==> src/rtl/uart_frame_parser_if.sv <==
// uart_frame_parser_if: receiver byte inputs and payload stream of uart_frame_parser.
// The parser connects through the slave modport; the byte source/consumer uses master.
interface uart_frame_parser_if #(parameter int DATA_WIDTH = 8);
   logic                  rx_done;
   logic                  rx_error;
   logic [DATA_WIDTH-1:0] rx_data;
   logic                  out_valid;
   logic                  out_ready;
   logic [DATA_WIDTH-1:0] out_data;
   logic                  out_last;
   logic                  frame_ok;
   logic                  frame_err;
   logic [1:0]            err_code;
   logic                  drop;
   modport master (
      output rx_done, rx_error, rx_data, out_ready,
      input  out_valid, out_data, out_last, frame_ok, frame_err, err_code, drop
   );
   modport slave (
      input  rx_done, rx_error, rx_data, out_ready,
      output out_valid, out_data, out_last, frame_ok, frame_err, err_code, drop
   );
endinterface

==> src/rtl/uart_frame_parser.sv <==
// uart_frame_parser: assembles HEADER,LEN,PAYLOAD,CHK frames and replays the payload.
// Define PARSER_TIMEOUT_EN to build the inter-byte timeout (adds TIMEOUT_CYCLES, code 3).
module uart_frame_parser #(
   parameter int                DATA_WIDTH = 8,
   parameter logic [DATA_WIDTH-1:0] HEADER = 8'hA5,
`ifdef PARSER_TIMEOUT_EN
   parameter int                TIMEOUT_CYCLES = 100000,
`endif
   parameter int                MAX_LEN = 16
) (
   input logic                clk,
   input logic                rst,
   uart_frame_parser_if.slave bus
);
   localparam int AW = MAX_LEN > 1 ? $clog2(MAX_LEN) : 1;
   localparam logic [7:0] MAX_L = 8'(MAX_LEN);
   localparam logic [2:0] S_HUNT = 3'd0;
   localparam logic [2:0] S_LEN  = 3'd1;
   localparam logic [2:0] S_PAY  = 3'd2;
   localparam logic [2:0] S_CHK  = 3'd3;
   localparam logic [2:0] S_OUT  = 3'd4;

   logic [2:0]            state_q, state_d;
   logic                  rx_done_q;
   logic [7:0]            len_q, len_d, idx_q, idx_d, rd_q, rd_d;
   logic [DATA_WIDTH-1:0] sum_q, sum_d, sum_nx;
   logic                  frame_ok_q, frame_ok_d, frame_err_q, frame_err_d, drop_q, drop_d;
   logic [1:0]            err_code_q, err_code_d, abort_code;
   logic                  byte_stb, wr_en, xfer, last, abort, tmo_hit;
   logic [DATA_WIDTH-1:0] mem [0:(1<<AW)-1];

   assign byte_stb = bus.rx_done & ~rx_done_q;
   assign sum_nx   = sum_q + bus.rx_data;
   assign xfer     = state_q == S_OUT && bus.out_ready;
   assign last     = rd_q == len_q - 8'd1;

   assign bus.out_valid = state_q == S_OUT;
   assign bus.out_data  = bus.out_valid ? mem[rd_q[AW-1:0]] : '0;
   assign bus.out_last  = bus.out_valid && last;
   assign bus.frame_ok  = frame_ok_q;
   assign bus.frame_err = frame_err_q;
   assign bus.err_code  = err_code_q;
   assign bus.drop      = drop_q;

`ifdef PARSER_TIMEOUT_EN
   localparam logic [31:0] TMO_LAST = 32'(TIMEOUT_CYCLES - 1);
   logic [31:0] tmo_q;
   logic        tmo_act;
   assign tmo_act = state_q == S_LEN || state_q == S_PAY || state_q == S_CHK;
   assign tmo_hit = tmo_act && !byte_stb && tmo_q == TMO_LAST;
   always_ff @(posedge clk) begin
      tmo_q <= (rst || byte_stb || !tmo_act) ? '0 : tmo_q + 32'd1;
   end
`else
   assign tmo_hit = 1'b0;
`endif

   always_comb begin
      state_d     = state_q;
      len_d       = len_q;
      idx_d       = idx_q;
      sum_d       = sum_q;
      rd_d        = rd_q;
      frame_ok_d  = 1'b0;
      frame_err_d = 1'b0;
      err_code_d  = err_code_q;
      drop_d      = 1'b0;
      wr_en       = 1'b0;
      abort       = 1'b0;
      abort_code  = 2'd0;
      case (state_q)
         S_HUNT: state_d = (byte_stb && bus.rx_data == HEADER && !bus.rx_error) ? S_LEN : S_HUNT;
         S_LEN: if (byte_stb) begin
            if (bus.rx_error) {abort, abort_code} = {1'b1, 2'd1};
            else if (bus.rx_data > MAX_L) {abort, abort_code} = {1'b1, 2'd2};
            else begin
               len_d   = bus.rx_data;
               sum_d   = bus.rx_data;
               idx_d   = 8'd0;
               state_d = bus.rx_data == '0 ? S_CHK : S_PAY;
            end
         end
         S_PAY: if (byte_stb) begin
            if (bus.rx_error) {abort, abort_code} = {1'b1, 2'd1};
            else begin
               wr_en   = 1'b1;
               sum_d   = sum_nx;
               idx_d   = idx_q + 8'd1;
               state_d = idx_q == len_q - 8'd1 ? S_CHK : S_PAY;
            end
         end
         // parity is checked first so it wins over a bad checksum
         S_CHK: if (byte_stb) begin
            if (bus.rx_error) {abort, abort_code} = {1'b1, 2'd1};
            else if (sum_nx != '0) {abort, abort_code} = {1'b1, 2'd0};
            else begin
               frame_ok_d = 1'b1;
               rd_d       = 8'd0;
               state_d    = len_q == 8'd0 ? S_HUNT : S_OUT;
            end
         end
         S_OUT: begin
            drop_d  = byte_stb;
            rd_d    = xfer ? rd_q + 8'd1 : rd_q;
            state_d = (xfer && last) ? S_HUNT : S_OUT;
         end
         default: state_d = S_HUNT;
      endcase
      if (tmo_hit) {abort, abort_code} = {1'b1, 2'd3};
      if (abort) begin
         state_d     = S_HUNT;
         idx_d       = 8'd0;
         sum_d       = '0;
         frame_err_d = 1'b1;
         err_code_d  = abort_code;
      end
   end

   always_ff @(posedge clk) begin
      if (rst) begin
         state_q     <= S_HUNT;
         rx_done_q   <= 1'b1;
         len_q       <= 8'd0;
         idx_q       <= 8'd0;
         rd_q        <= 8'd0;
         sum_q       <= '0;
         frame_ok_q  <= 1'b0;
         frame_err_q <= 1'b0;
         err_code_q  <= 2'd0;
         drop_q      <= 1'b0;
      end else begin
         state_q     <= state_d;
         rx_done_q   <= bus.rx_done;
         len_q       <= len_d;
         idx_q       <= idx_d;
         rd_q        <= rd_d;
         sum_q       <= sum_d;
         frame_ok_q  <= frame_ok_d;
         frame_err_q <= frame_err_d;
         err_code_q  <= err_code_d;
         drop_q      <= drop_d;
      end
   end

   always_ff @(posedge clk) begin
      if (wr_en) mem[idx_q[AW-1:0]] <= bus.rx_data;
   end
endmodule

==> src/flat_wrapper.sv <==
// flat-port wrapper written by rule: the top's interface ports become plain ports
module uart_frame_parser_flat 
#(
   parameter int                DATA_WIDTH = 8,
   parameter logic [DATA_WIDTH-1:0] HEADER = 8'hA5,

   parameter int                MAX_LEN = 16
)
  (clk, rst, bus_rx_done, bus_rx_error, bus_rx_data, bus_out_ready, bus_out_valid, bus_out_data, bus_out_last, bus_frame_ok, bus_frame_err, bus_err_code, bus_drop);
  uart_frame_parser_if #(.DATA_WIDTH(DATA_WIDTH)) bus_i ();
  input logic clk;
  input logic rst;
  input wire logic [$bits(bus_i.rx_done)-1:0] bus_rx_done;
  input wire logic [$bits(bus_i.rx_error)-1:0] bus_rx_error;
  input wire logic [$bits(bus_i.rx_data)-1:0] bus_rx_data;
  input wire logic [$bits(bus_i.out_ready)-1:0] bus_out_ready;
  output wire logic [$bits(bus_i.out_valid)-1:0] bus_out_valid;
  output wire logic [$bits(bus_i.out_data)-1:0] bus_out_data;
  output wire logic [$bits(bus_i.out_last)-1:0] bus_out_last;
  output wire logic [$bits(bus_i.frame_ok)-1:0] bus_frame_ok;
  output wire logic [$bits(bus_i.frame_err)-1:0] bus_frame_err;
  output wire logic [$bits(bus_i.err_code)-1:0] bus_err_code;
  output wire logic [$bits(bus_i.drop)-1:0] bus_drop;
  assign bus_i.rx_done = bus_rx_done;
  assign bus_i.rx_error = bus_rx_error;
  assign bus_i.rx_data = bus_rx_data;
  assign bus_i.out_ready = bus_out_ready;
  assign bus_out_valid = bus_i.out_valid;
  assign bus_out_data = bus_i.out_data;
  assign bus_out_last = bus_i.out_last;
  assign bus_frame_ok = bus_i.frame_ok;
  assign bus_frame_err = bus_i.frame_err;
  assign bus_err_code = bus_i.err_code;
  assign bus_drop = bus_i.drop;
  uart_frame_parser #(.DATA_WIDTH(DATA_WIDTH), .HEADER(HEADER), .MAX_LEN(MAX_LEN)) u_core (.clk(clk), .rst(rst), .bus(bus_i));
endmodule
==> config.mk <==
export PLATFORM = sky130hd
export DESIGN_NAME = uart_frame_parser_flat
export DESIGN_NICKNAME = d
export VERILOG_FILES = /design/src/rtl/uart_frame_parser_if.sv /design/src/rtl/uart_frame_parser.sv /design/src/flat_wrapper.sv
export SDC_FILE = /design/constraint.sdc
export NUM_CORES = 1
export LEC_CHECK = 0
export BUFFER_PORTS_ARGS = -buffer_cell sky130_fd_sc_hd__buf_2
export CAP_MARGIN = 20
export CORE_UTILIZATION = 45
export DETAILED_ROUTE_END_ITERATION = 7
export GPL_TIMING_DRIVEN = 0
export PLACE_DENSITY = 0.65
export SKIP_CTS_REPAIR_TIMING = 1
export SLEW_MARGIN = 15
export SYNTH_ARGS = -nofsm -noshare
export SYNTH_HDL_FRONTEND = slang
export SYNTH_SLANG_ARGS = --single-unit
export TNS_END_PERCENT = 5
==> constraint.sdc <==
create_clock -name clk -period 5.25 [get_ports clk]
set_input_delay 0.2625 -clock clk [delete_from_list [all_inputs] [get_ports clk]]
set_output_delay 0.2625 -clock clk [all_outputs]
set_load 0.03 [all_outputs]
==> metrics.txt <==
Clock Path Buffers 2; sequential cell area fraction in the yosys report 60.5%; Crit path arrival time 2.94 ns; R2R Setup Slk 2.36 ns; cell row count 47; min Tclk post-route 3.20 ns; FF+latch count, synth 173; final net count 630; dpl cells 803; Crit path max-delay family multiplexers; CP endpoint bus_out_data[1]; Yosys warning total 0; number of global-route vias before repair 4713; drt wl/cell 20.4 µm; ys async rst share 0%; Period Utilization, post-route 61.0%; leakage 3.00 nW; Hold Crit Start bus_rx_done; drt first pass iters 5; H-tree levels 4; Final Instance Count excl. Fillers 835; first-pass GRT wire length 26600 µm; worst hold path type input port to flop; Initial Util 46.6%; input/output buffers 26; DRT iter0 DRCs 366; GRT Total Usage 20.2%; synth-to-layout area growth 13.2%; status complete, no violations; syn_nets 585; PwrDens 315 nW/µm²; worst-skew pair later-pin latency 0.44 ns; DRC viols 0; DIE WIDTH 134 µm; slowest CP cell mux4_2; CTS root buffer clkbuf_16; CTS tree done; r2r endpoint u_core.rd_q[2]; syn avg cell area 14.1 µm²; Syn Std Cell Area 7840 µm²; antenna viol nets, final 0; Yosys cell types 58; largest net degree at the start of global routing 23; detailed placer's ending HPWL 11500 µm; initial antenna violation count 0; setup ws final 2.05 ns; hold slack final 0.0422 ns; cell count along the critical path 6; die area 18000 µm²; Sink Count 173; DP Worst Slack 2.00 ns; WS Path Type flop to output port; # IOs 28; WL final 17100 µm; core area 16800 µm²; Syn Inst Count 557; worst-path fanout max 10; RSZ-0062 raised after global routing false; Die H 134 µm; EDFF count, synth 128; CP startpoint kind flop; Synth Flop Type edfxtp_1; critical path's largest stage delay 0.63 ns; Max Slew Vio Count 0; vias post-DR 4798; Peak VDD IR 0.231 mV; antenna cells 0; maxcap violations 0; final hold violations 0; worst path cell trace clkbuf_1 > buf_2 > mux4_2 > mux4_2 > and2_1 > buf_2; gpl congestion 0.819; clock slew at reported path FFs 0.07 ns; Inserted Clock Buffers 17; gr ovfl total 0; Req. time, crit path 4.99 ns; TNS Setup 0 ns; Slew @ Worst Pin 0.915 ns; layout cell share with drive strength beyond 1 22.4%; R2R Path Start u_core.sum_q[0]; CP Buf/Inv Count 3; Via density 5.75; fmax 0.312 GHz; skew final 0.00785 ns; R2R depth 10; setup violators final 0; Rel. slew slack 38.7%; CP Capture Type output port
state kept, by name, summed over array words and instances (netlist names), named ones only:
register,count
u_core.rx_done_q,1
u_core.bus.drop,1
u_core.rd_q,8
u_core.mem,128
u_core.bus.frame_err,1
u_core.bus.frame_ok,1
u_core.state_q,3
u_core.sum_q,8
u_core.bus.err_code,2
u_core.idx_q,8
u_core.len_q,8
where the power goes:
part / total [W] / internal (W) / switching [W]
registers: 0.00146 / 0.00146 / 0.000000228
clock network: 0.00127 / 0.000717 / 0.000553
logic: 0.0000567 / 0.0000132 / 0.0000435
synthesized netlist by cell type (all sizes together), types with 4 or more instances:
master	number	area share [%]
a211oi	8	1.1
a21oi	17	1.1
a311oi	5	0.56
a31oi	5	0.40
and2	11	0.88
and3	6	0.48
buf	14	1.1
clkbuf	14	0.67
dfxtp	45	11
edfxtp	128	49
ha	14	2.2
inv	16	0.77
mux2i	8	1.0
mux4	40	11
nand2	36	1.7
nand2b	6	0.57
nand3	14	0.89
nand4	8	0.64
nor2	55	2.6
nor2b	4	0.32
nor3	15	1.2
nor3b	5	0.61
nor4	6	0.86
o211ai	5	0.48
o21ai	8	0.51
or2	6	0.48
xnor2	18	2.0
xor2	13	1.5
metrics by stage:
stage / utilization [%] / total power [W] / cell area (µm²)
after detailed placement: 49.2 / 0.00155 / 8270
final: 52.8 / 0.00279 / 8870
after floorplan: - / 0.00152 / 7840
after CTS: 52.8 / 0.00280 / 8870
after global routing: 52.8 / 0.00286 / 8870
after global placement: 49.0 / 0.00155 / 8250
cell families (layout without fill, tap and decap cells):
logic type,Yosys count,in the layout,share of synthesized area (%)
and+or+nand+nor,182,182,12.4
DFF,173,173,60.5
AOI/OAI and AO/OA,64,64,6.11
muxes,48,48,12.5
buffers and inverters,44,102,2.50
xor gates and xnor gates,31,31,3.46
adders and majority gates,15,15,2.49
worst register-to-register path, stage by stage (launching register included):
cell	delay, ns
dfxtp_1	0.33
ha_1	0.19
inv_1	0.07
fa_1	0.43
nor2b_1	0.24
o21ai_0	0.14
a211oi_1	0.27
and3_1	0.31
nand4_1	0.33
nand2_1	0.31
a311oi_1	0.14
cell usage in the layout (no fill, tap or decap), drive strengths merged, types with 6 or more instances in the layout:
master | synthesis | final
or2 | 6 | 6
and2 | 11 | 11
a211oi | 8 | 8
nand3 | 14 | 14
dfxtp | 45 | 45
nand2 | 36 | 36
nor3 | 15 | 15
xnor2 | 18 | 18
and3 | 6 | 6
o21ai | 8 | 8
ha | 14 | 14
mux4 | 40 | 40
nand2b | 6 | 6
edfxtp | 128 | 128
nor4 | 6 | 6
a21oi | 17 | 17
nand4 | 8 | 8
inv | 16 | 23
clkbuf | 14 | 36
buf | 14 | 40
nor2 | 55 | 55
mux2i | 8 | 8
xor2 | 13 | 13
metal layers:
layer,global-route usage (%),vias up,part of all wire (%)
met5,0,-,0
met4,6.93,0,1.8
met3,4.69,28,4.8
met2,32.8,134,49
met1,26.8,2427,44
li1,-,2209,-
worst min path at each step:
stage / to / slack (ns) / cells past startpoint
after floorplan: u_core.mem[0][0] / 0.36 / 0
after global placement: u_core.bus.err_code[0] / 0.44 / 2
after CTS: u_core.rx_done_q / 0.03 / 2
after detailed placement: u_core.bus.err_code[1] / 0.45 / 2
final: u_core.rx_done_q / 0.04 / 2
after global routing: u_core.rx_done_q / 0.04 / 2
layout make-up:
type,count,area (µm²)
fill,1410,7940
sequential,173,4740
multi-input combinational,340,2920
clock buffer,22,518
tap,220,275
buffer,28,136
timing repair buffer,26,130
clock inverter,10,88.8
inverter,16,60.1
(Power assumes the default switching activity.)
